File: config.mk
export PLATFORM = sky130hd
export DESIGN_NAME = layer_controller
export DESIGN_NICKNAME = d
export VERILOG_FILES = /design/src/rtl/layer_controller_pkg.sv /design/src/rtl/layer_controller_addr_gen.sv /design/src/rtl/layer_controller.sv
export SDC_FILE = /design/constraint.sdc
export NUM_CORES = 1
export LEC_CHECK = 0
export ABC_AREA = 1
export BUFFER_PORTS_ARGS = -buffer_cell sky130_fd_sc_hd__buf_2
export CORE_MARGIN = 4
export CORE_UTILIZATION = 38
export CTS_CLUSTER_DIAMETER = 60
export DETAILED_ROUTE_END_ITERATION = 16
export HOLD_SLACK_MARGIN = 0.15
export PLACE_DENSITY_LB_ADDON = 0.2
export SETUP_SLACK_MARGIN = 0.05
export SLEW_MARGIN = 20
export SYNTH_ARGS = -nofsm -noshare
export SYNTH_HDL_FRONTEND = slang
export SYNTH_HIERARCHICAL = 1
export SYNTH_SLANG_ARGS = --single-unit
File: constraint.sdc
create_clock -name clk -period 20.3 [get_ports clk]
set_input_delay 0 -clock clk [delete_from_list [all_inputs] [get_ports clk]]
set_output_delay 0 -clock clk [all_outputs]
set_load 0.1 [all_outputs]
File: src/rtl/layer_controller_pkg.sv
// Shared definitions for the layer sequencing logic: FSM encoding, default
// array/address sizing and configuration field widths.
package layer_controller_pkg;

   localparam int NUM_PE_DEFAULT = 16;
   localparam int ADDR_W_DEFAULT = 22;

   localparam int IFM_SIZE_W = 9;
   localparam int IFM_CH_W   = 11;
   localparam int KERNEL_W   = 2;
   localparam int NFILT_W    = 11;
   localparam int STRIDE_W   = 2;
   localparam int TNF_W      = 5;
   localparam int ROW_W      = 10;   // conv/row arithmetic, one bit wider than ifm_size
   localparam int GRP_W      = 12;   // filter counts with headroom for rounding up

   typedef enum logic [2:0] {
      ST_IDLE  = 3'd0,
      ST_LOAD  = 3'd1,
      ST_ISSUE = 3'd2,
      ST_WAIT  = 3'd3,
      ST_ADV   = 3'd4,
      ST_DONE  = 3'd5
   } layer_state_t;

endpackage

File: src/rtl/layer_controller_addr_gen.sv
// Layer geometry derived once per layer, plus the row/group accumulators
// that walk the tile descriptors. All address math wraps at 2^ADDR_W.
module layer_addr_gen
   import layer_controller_pkg::*;
#(
   parameter int NUM_PE = NUM_PE_DEFAULT,
   parameter int ADDR_W = ADDR_W_DEFAULT
) (
   input  logic                  clk,
   input  logic                  rst_n,
   input  logic                  load,
   input  logic                  adv,
   input  logic [IFM_SIZE_W-1:0] ifm_size,
   input  logic [KERNEL_W-1:0]   kernel_size,
   input  logic [NFILT_W-1:0]    num_filter,
   input  logic                  maxpool_mode,
   input  logic [STRIDE_W-1:0]   maxpool_stride,
   input  logic                  upsample_mode,
   input  logic [ADDR_W-1:0]     start_write_addr,
   input  logic [ADDR_W-1:0]     start_read_addr,
   output logic                  cfg_ok,
   output logic [IFM_SIZE_W-1:0] ofm_size,
   output logic [ADDR_W-1:0]     tile_rd_addr,
   output logic [ADDR_W-1:0]     tile_wr_addr,
   output logic [NFILT_W-1:0]    tile_filter_base,
   output logic [TNF_W-1:0]      tile_num_filter,
   output logic                  last_tile
);

   logic [ROW_W-1:0]      conv_c, rows_c;
   logic [STRIDE_W-1:0]   s_eff;
   logic                  pool_ok;
   logic [IFM_SIZE_W-1:0] ofm_c;
   logic [GRP_W-1:0]      groups_c;
   logic [ADDR_W-1:0]     rd_step_c, wr_row_step_c, grp_step_c;

   logic [ROW_W-1:0]      rows_m1_q, row_q;
   logic [GRP_W-1:0]      groups_m1_q, grp_q, remaining_q;
   logic [ADDR_W-1:0]     rd_step_q, wr_row_step_q, grp_step_q, wr_grp_base_q;
   logic                  last_row;

   // Layer geometry from the captured configuration; only consumed in LOAD.
   always_comb begin
      conv_c   = {1'b0, ifm_size} - ROW_W'(kernel_size) + ROW_W'(1);
      s_eff    = maxpool_mode ? maxpool_stride : STRIDE_W'(1);
      pool_ok  = (conv_c >= ROW_W'(2)) && (s_eff != '0);
      rows_c   = conv_c;
      if (maxpool_mode)
         rows_c = pool_ok ? ((conv_c - ROW_W'(2)) / ROW_W'(s_eff)) + ROW_W'(1) : '0;
      ofm_c    = conv_c[IFM_SIZE_W-1:0];
      if (maxpool_mode)
         ofm_c = rows_c[IFM_SIZE_W-1:0];
      else if (upsample_mode)
         ofm_c = {conv_c[IFM_SIZE_W-2:0], 1'b0};
      cfg_ok   = (num_filter != '0) && (kernel_size != '0) &&
                 (ifm_size >= IFM_SIZE_W'(kernel_size)) && (!maxpool_mode || pool_ok);
      groups_c = ({1'b0, num_filter} + GRP_W'(NUM_PE - 1)) / GRP_W'(NUM_PE);
      rd_step_c     = ADDR_W'(s_eff) * ADDR_W'(ifm_size);
      wr_row_step_c = upsample_mode ? ADDR_W'({ofm_c, 1'b0}) : ADDR_W'(ofm_c);
      grp_step_c    = ADDR_W'(NUM_PE) * ADDR_W'(ofm_c) * ADDR_W'(ofm_c);
   end

   assign last_row        = (row_q == rows_m1_q);
   assign last_tile       = last_row && (grp_q == groups_m1_q);
   assign tile_num_filter = (remaining_q >= GRP_W'(NUM_PE)) ? TNF_W'(NUM_PE)
                                                            : remaining_q[TNF_W-1:0];

   // Latch geometry in LOAD, then step row pointers (inner) and group base (outer) in ADV.
   always_ff @(posedge clk or negedge rst_n) begin
      if (!rst_n) begin
         ofm_size         <= '0;
         rows_m1_q        <= '0;
         groups_m1_q      <= '0;
         rd_step_q        <= '0;
         wr_row_step_q    <= '0;
         grp_step_q       <= '0;
         row_q            <= '0;
         grp_q            <= '0;
         remaining_q      <= '0;
         wr_grp_base_q    <= '0;
         tile_rd_addr     <= '0;
         tile_wr_addr     <= '0;
         tile_filter_base <= '0;
      end else if (load) begin
         ofm_size         <= ofm_c;
         rows_m1_q        <= rows_c - ROW_W'(1);
         groups_m1_q      <= groups_c - GRP_W'(1);
         rd_step_q        <= rd_step_c;
         wr_row_step_q    <= wr_row_step_c;
         grp_step_q       <= grp_step_c;
         row_q            <= '0;
         grp_q            <= '0;
         remaining_q      <= {1'b0, num_filter};
         wr_grp_base_q    <= start_write_addr;
         tile_rd_addr     <= start_read_addr;
         tile_wr_addr     <= start_write_addr;
         tile_filter_base <= '0;
      end else if (adv) begin
         if (last_row) begin
            row_q            <= '0;
            grp_q            <= grp_q + GRP_W'(1);
            remaining_q      <= remaining_q - GRP_W'(NUM_PE);
            tile_filter_base <= tile_filter_base + NFILT_W'(NUM_PE);
            wr_grp_base_q    <= wr_grp_base_q + grp_step_q;
            tile_wr_addr     <= wr_grp_base_q + grp_step_q;
            tile_rd_addr     <= start_read_addr;
         end else begin
            row_q        <= row_q + ROW_W'(1);
            tile_rd_addr <= tile_rd_addr + rd_step_q;
            tile_wr_addr <= tile_wr_addr + wr_row_step_q;
         end
      end
   end

endmodule

File: src/rtl/layer_controller.sv
// Runs one layer: captures its configuration, then issues one tile per
// (filter group, output row) to the PE array and reports completion.
//
// Handshake: start_layer is a one-cycle request honoured only in IDLE;
// tile_start is a one-cycle launch, the descriptor stays frozen until the
// engine answers with a one-cycle tile_done, which is honoured only in WAIT.
module layer_controller
   import layer_controller_pkg::*;
#(
   parameter int NUM_PE = NUM_PE_DEFAULT,
   parameter int ADDR_W = ADDR_W_DEFAULT
) (
   input  logic                  clk,
   input  logic                  rst_n,
   input  logic                  start_layer,
   input  logic [IFM_SIZE_W-1:0] ifm_size,
   input  logic [IFM_CH_W-1:0]   ifm_channel,
   input  logic [KERNEL_W-1:0]   kernel_size,
   input  logic [NFILT_W-1:0]    num_filter,
   input  logic                  maxpool_mode,
   input  logic [STRIDE_W-1:0]   maxpool_stride,
   input  logic                  upsample_mode,
   input  logic [ADDR_W-1:0]     start_write_addr,
   input  logic [ADDR_W-1:0]     start_read_addr,
   output logic                  tile_start,
   input  logic                  tile_done,
   output logic [ADDR_W-1:0]     tile_rd_addr,
   output logic [ADDR_W-1:0]     tile_wr_addr,
   output logic [NFILT_W-1:0]    tile_filter_base,
   output logic [TNF_W-1:0]      tile_num_filter,
   output logic [IFM_SIZE_W-1:0] ifm_size_q,
   output logic [IFM_CH_W-1:0]   ifm_channel_q,
   output logic [KERNEL_W-1:0]   kernel_size_q,
   output logic                  maxpool_mode_q,
   output logic [STRIDE_W-1:0]   maxpool_stride_q,
   output logic                  upsample_mode_q,
   output logic [IFM_SIZE_W-1:0] ofm_size,
   output logic                  busy,
   output logic                  done_layer,
   output layer_state_t          state_dbg
);

   layer_state_t         state_q, state_d;
   logic [NFILT_W-1:0]   num_filter_q;
   logic [ADDR_W-1:0]    start_wr_q, start_rd_q;
   logic                 cfg_ok, last_tile, accept;

   assign accept    = (state_q == ST_IDLE) && start_layer;
   assign state_dbg = state_q;

   // Configuration is captured only when a request is accepted in IDLE.
   always_ff @(posedge clk or negedge rst_n) begin
      if (!rst_n) begin
         ifm_size_q       <= '0;
         ifm_channel_q    <= '0;
         kernel_size_q    <= '0;
         num_filter_q     <= '0;
         maxpool_mode_q   <= 1'b0;
         maxpool_stride_q <= '0;
         upsample_mode_q  <= 1'b0;
         start_wr_q       <= '0;
         start_rd_q       <= '0;
      end else if (accept) begin
         ifm_size_q       <= ifm_size;
         ifm_channel_q    <= ifm_channel;
         kernel_size_q    <= kernel_size;
         num_filter_q     <= num_filter;
         maxpool_mode_q   <= maxpool_mode;
         maxpool_stride_q <= maxpool_stride;
         upsample_mode_q  <= upsample_mode;
         start_wr_q       <= start_write_addr;
         start_rd_q       <= start_read_addr;
      end
   end

   // State register; pulses are registered from the next state so they line up with it.
   always_ff @(posedge clk or negedge rst_n) begin
      if (!rst_n) begin
         state_q    <= ST_IDLE;
         tile_start <= 1'b0;
         done_layer <= 1'b0;
         busy       <= 1'b0;
      end else begin
         state_q    <= state_d;
         tile_start <= (state_d == ST_ISSUE);
         done_layer <= (state_d == ST_DONE);
         busy       <= (state_d != ST_IDLE);
      end
   end

   // Next-state: group/row loop driven by the address generator's last-tile flag.
   always_comb begin
      state_d = state_q;
      case (state_q)
         ST_IDLE:  if (start_layer) state_d = ST_LOAD;
         ST_LOAD:  state_d = cfg_ok ? ST_ISSUE : ST_DONE;
         ST_ISSUE: state_d = ST_WAIT;
         ST_WAIT:  if (tile_done) state_d = ST_ADV;
         ST_ADV:   state_d = last_tile ? ST_DONE : ST_ISSUE;
         ST_DONE:  state_d = ST_IDLE;
         default:  state_d = ST_IDLE;
      endcase
   end

   layer_addr_gen #(
      .NUM_PE (NUM_PE),
      .ADDR_W (ADDR_W)
   ) u_addr_gen (
      .clk              (clk),
      .rst_n            (rst_n),
      .load             (state_q == ST_LOAD),
      .adv              (state_q == ST_ADV),
      .ifm_size         (ifm_size_q),
      .kernel_size      (kernel_size_q),
      .num_filter       (num_filter_q),
      .maxpool_mode     (maxpool_mode_q),
      .maxpool_stride   (maxpool_stride_q),
      .upsample_mode    (upsample_mode_q),
      .start_write_addr (start_wr_q),
      .start_read_addr  (start_rd_q),
      .cfg_ok           (cfg_ok),
      .ofm_size         (ofm_size),
      .tile_rd_addr     (tile_rd_addr),
      .tile_wr_addr     (tile_wr_addr),
      .tile_filter_base (tile_filter_base),
      .tile_num_filter  (tile_num_filter),
      .last_tile        (last_tile)
   );

endmodule

==> run summary <==
Main combinational cell family by area after synthesis = simple AND/OR/NAND/NOR gates
Area of the placeable core = 0.0512 mm2
Detailed-route DRC error count = 0
Clk buf depth = 3
Starting density of the core = 38.3%
Adder and majority cell fraction of the synthesized area = 12.3%
Critical register-to-register path endpoint = u_addr_gen/grp_step_q[20]
Reg area = 0.00648 mm2
Number of antenna repair diodes = 0
Compound-Gate Fraction of Synth Area = 11.3%
Die area = 0.0553 mm2
Count of buffering cells on the critical path with inverters included = 26
Gate count after technology mapping = 2676
Normalized max-slew margin = 33.9%
Max-slew violations = 0
Number of vias per cell after detailed routing = 5.04
Final worst clock skew = 0.0311 ns
Commonest non-fill, non-tap cells in the layout = nand2_1, inv_1, dfrtp_1
Post-synth EDFFs = 0
Post-Route WL = 57000 um
Stages on worst setup path = 137
Worst endpoint required time = 20.67 ns
Reg-to-Reg Start = ifm_size_q[1]
Dominant cell type by count on the critical path = nand2_1
Type of destination of the critical path = flop
Vertical die dimension = 235 um
FP Rows = 83
Post-Layout Inst Area = 0.0239 mm2
Critical Path AT = 19.19 ns
Primary flip-flop cell chosen by synthesis mapping = dfrtp_1
Hold Path Class = in -> async
Number of clock sinks seen by CTS = 259
Fraction of synthesis flops using an asynchronous set or reset pin = 100%
Basic-gate share of the synthesized area counting and, or, nand and nor cells = 29.9%
CP Capture Point = u_addr_gen/grp_step_q[20]
Multi-input logic area = 0.0116 mm2
Drt first-iter violations = 1132
Result of the run = completed
Number of buffers created by CTS = 34
Pin count of the biggest net entering global routing = 142
Cells on worst reg2reg path = 137
Worst setup path category = reg -> reg
Total number of yosys warnings = 6
Ratio of cells with drive above 1 in the final layout = 16.7%
Via count of the first global-routing pass = 18200
Total setup violations reported at the end of the flow = 0
Max FO, Critical Path = 6
Synthesized-area fraction occupied by xor and xnor cells = 3.79%
Total placed instance area = 0.0214 mm2
Worst slew pin tran = 0.992 ns
Reg clk slew, reported paths = 0.06 ns
Weighted congestion reported at the end of routability-driven placement = 0.869
Worst Setup Start Kind = flop
Slowest cell on crit path = fa_1
Total iterations of the first detailed-routing run = 7
Antenna violation net count after detailed routing = 0
Remaining Overflow, GRT = 0
Total routing usage reported by global routing = 19.8%
Post-layout nets = 3226
Cell family with most CP delay = adder cells
Max capacitance violation total = 0
Proportion of synthesized chip area in sequential cells = 33.0%
Part of the cycle the worst path needs = 92.7%
Wire length of the first global-routing pass = 93000 um
Multiplexer share of the synthesized area = 0.102%
Latest clock arrival within the worst-skew pair = 0.53 ns
I/O pin count = 186
CP peak stage delay = 0.56 ns
Most common cell after layout, fill and taps aside = nand2_1
R2R Setup Slk = 1.48 ns
Layout Area Growth over Synthesis = 21.7%
Count of state elements after synthesis = 259
Placed wire-length estimate after detailed placement = 41300 um
Fmax = 0.0531 GHz
Wirelength per Cell = 15.5 um
Initial antenna violation count = 0
Count of distinct cell types in the synthesized netlist = 66
Die width = 235 um
Min Clock Period, post-route = 18.82 ns
Cell area after synthesis = 0.0196 mm2
Mean cell area of the mapped netlist = 7.33 um2
Clock tree from TritonCTS = done
Number of fill cells = 5083
Total vias in the final route = 18500
Startpoint of the most critical setup path = ifm_size_q[1]
Final hold violation count = 0
H-tree levels = 2
IO buf count = 181
Clock root buffer = clkbuf_16
-- area by class of cell --
| class | count | share of cell area [%] |
|---|---|---|
| clock buffers | 49 | 4.13 |
| clock inverters | 12 | 0.801 |
| inverters | 388 | 6.15 |
| multi-input cells | 1949 | 48.5 |
| flip-flops and latches | 259 | 27.1 |
| well taps | 680 | 3.56 |
| repair buffers | 340 | 9.75 |
-- synth_stat cells, drive strengths merged (28+ instances only) --
master | number | area share (%)
a21oi | 114 | 3.0
buf | 28 | 1.1
clkbuf | 55 | 1.1
dfrtp | 259 | 33
fa | 39 | 4.0
ha | 130 | 8.3
inv | 382 | 7.3
nand2 | 724 | 15
nand3 | 227 | 6.4
nand4 | 42 | 1.6
nor2 | 255 | 5.5
o21ai | 159 | 4.1
xor2 | 59 | 2.6
-- stage by stage --
step	setup TNS, ns	instances	util (%)	hold WS (ns)	setup WS, ns
final	0	3677	46.7	0.0999	1.48
after global routing	-0.235	3677	46.7	0.244	-0.193
after CTS	0	3653	45.8	0.183	0.0682
after detailed placement	-0.0431	3509	41.8	0.152	-0.0431
after global placement	0	3509	41.8	0.154	0.668
after floorplan	0	2679	-	-0.296	0.284
-- flip-flops by register name, summed over array words and instances (netlist names), 2 cells and up --
signal / flops
start_rd_q: 22
start_wr_q: 22
u_addr_gen/tile_rd_addr: 22
u_addr_gen/tile_wr_addr: 22
u_addr_gen/wr_grp_base_q: 22
u_addr_gen/grp_step_q: 16
u_addr_gen/grp_q: 12
u_addr_gen/remaining_q: 12
ifm_channel_q: 11
num_filter_q: 11
u_addr_gen/rd_step_q: 11
u_addr_gen/row_q: 10
u_addr_gen/rows_m1_q: 10
u_addr_gen/wr_row_step_q: 10
ifm_size_q: 9
u_addr_gen/groups_m1_q: 9
u_addr_gen/ofm_size: 9
u_addr_gen/tile_filter_base: 7
state_dbg: 3
kernel_size_q: 2
maxpool_stride_q: 2
-- routing by layer --
metal	GRT usage, %	wire length [um]	vias up
li1	-	-	9248
met1	27.6	26900	8805
met3	2.44	2450	89
met5	0	0	-
met2	33.2	26500	406
met4	4.73	1180	0
-- kinds of logic after synthesis --
| family | count (synthesis) |
|---|---|
| simple gates | 1305 |
| other cells | 1 |
| fa+ha+maj | 169 |
| xor+xnor | 84 |
| flops | 259 |
| mux | 2 |
| buf+inv | 471 |
| compound gates | 385 |
-- how the worst min path moves through the flow --
stage,startpoint,endpoint,slack (ns),cells past startpoint
floorplan,rst_n,busy,-0.30,0
global route,rst_n,ifm_channel_q[6],0.24,2
finish,rst_n,ifm_channel_q[6],0.1,2
CTS,rst_n,ifm_channel_q[6],0.18,2
global placement,rst_n,ifm_channel_q[6],0.15,1
detailed placement,rst_n,ifm_channel_q[6],0.15,1
-- what timing repair did --
action | in CTS | in global routing
pin swaps | 0 | 29
setup buffers | 0 | 24
hold buffers | 83 | 0
hold endpoints to repair | 204 | 0
gates resized for setup | 2 | 68
endpoints found under the setup margin | 2 | 13
Power is not shown: default switching activity piles up to over one toggle a cycle in this logic, so the estimate is an artifact.
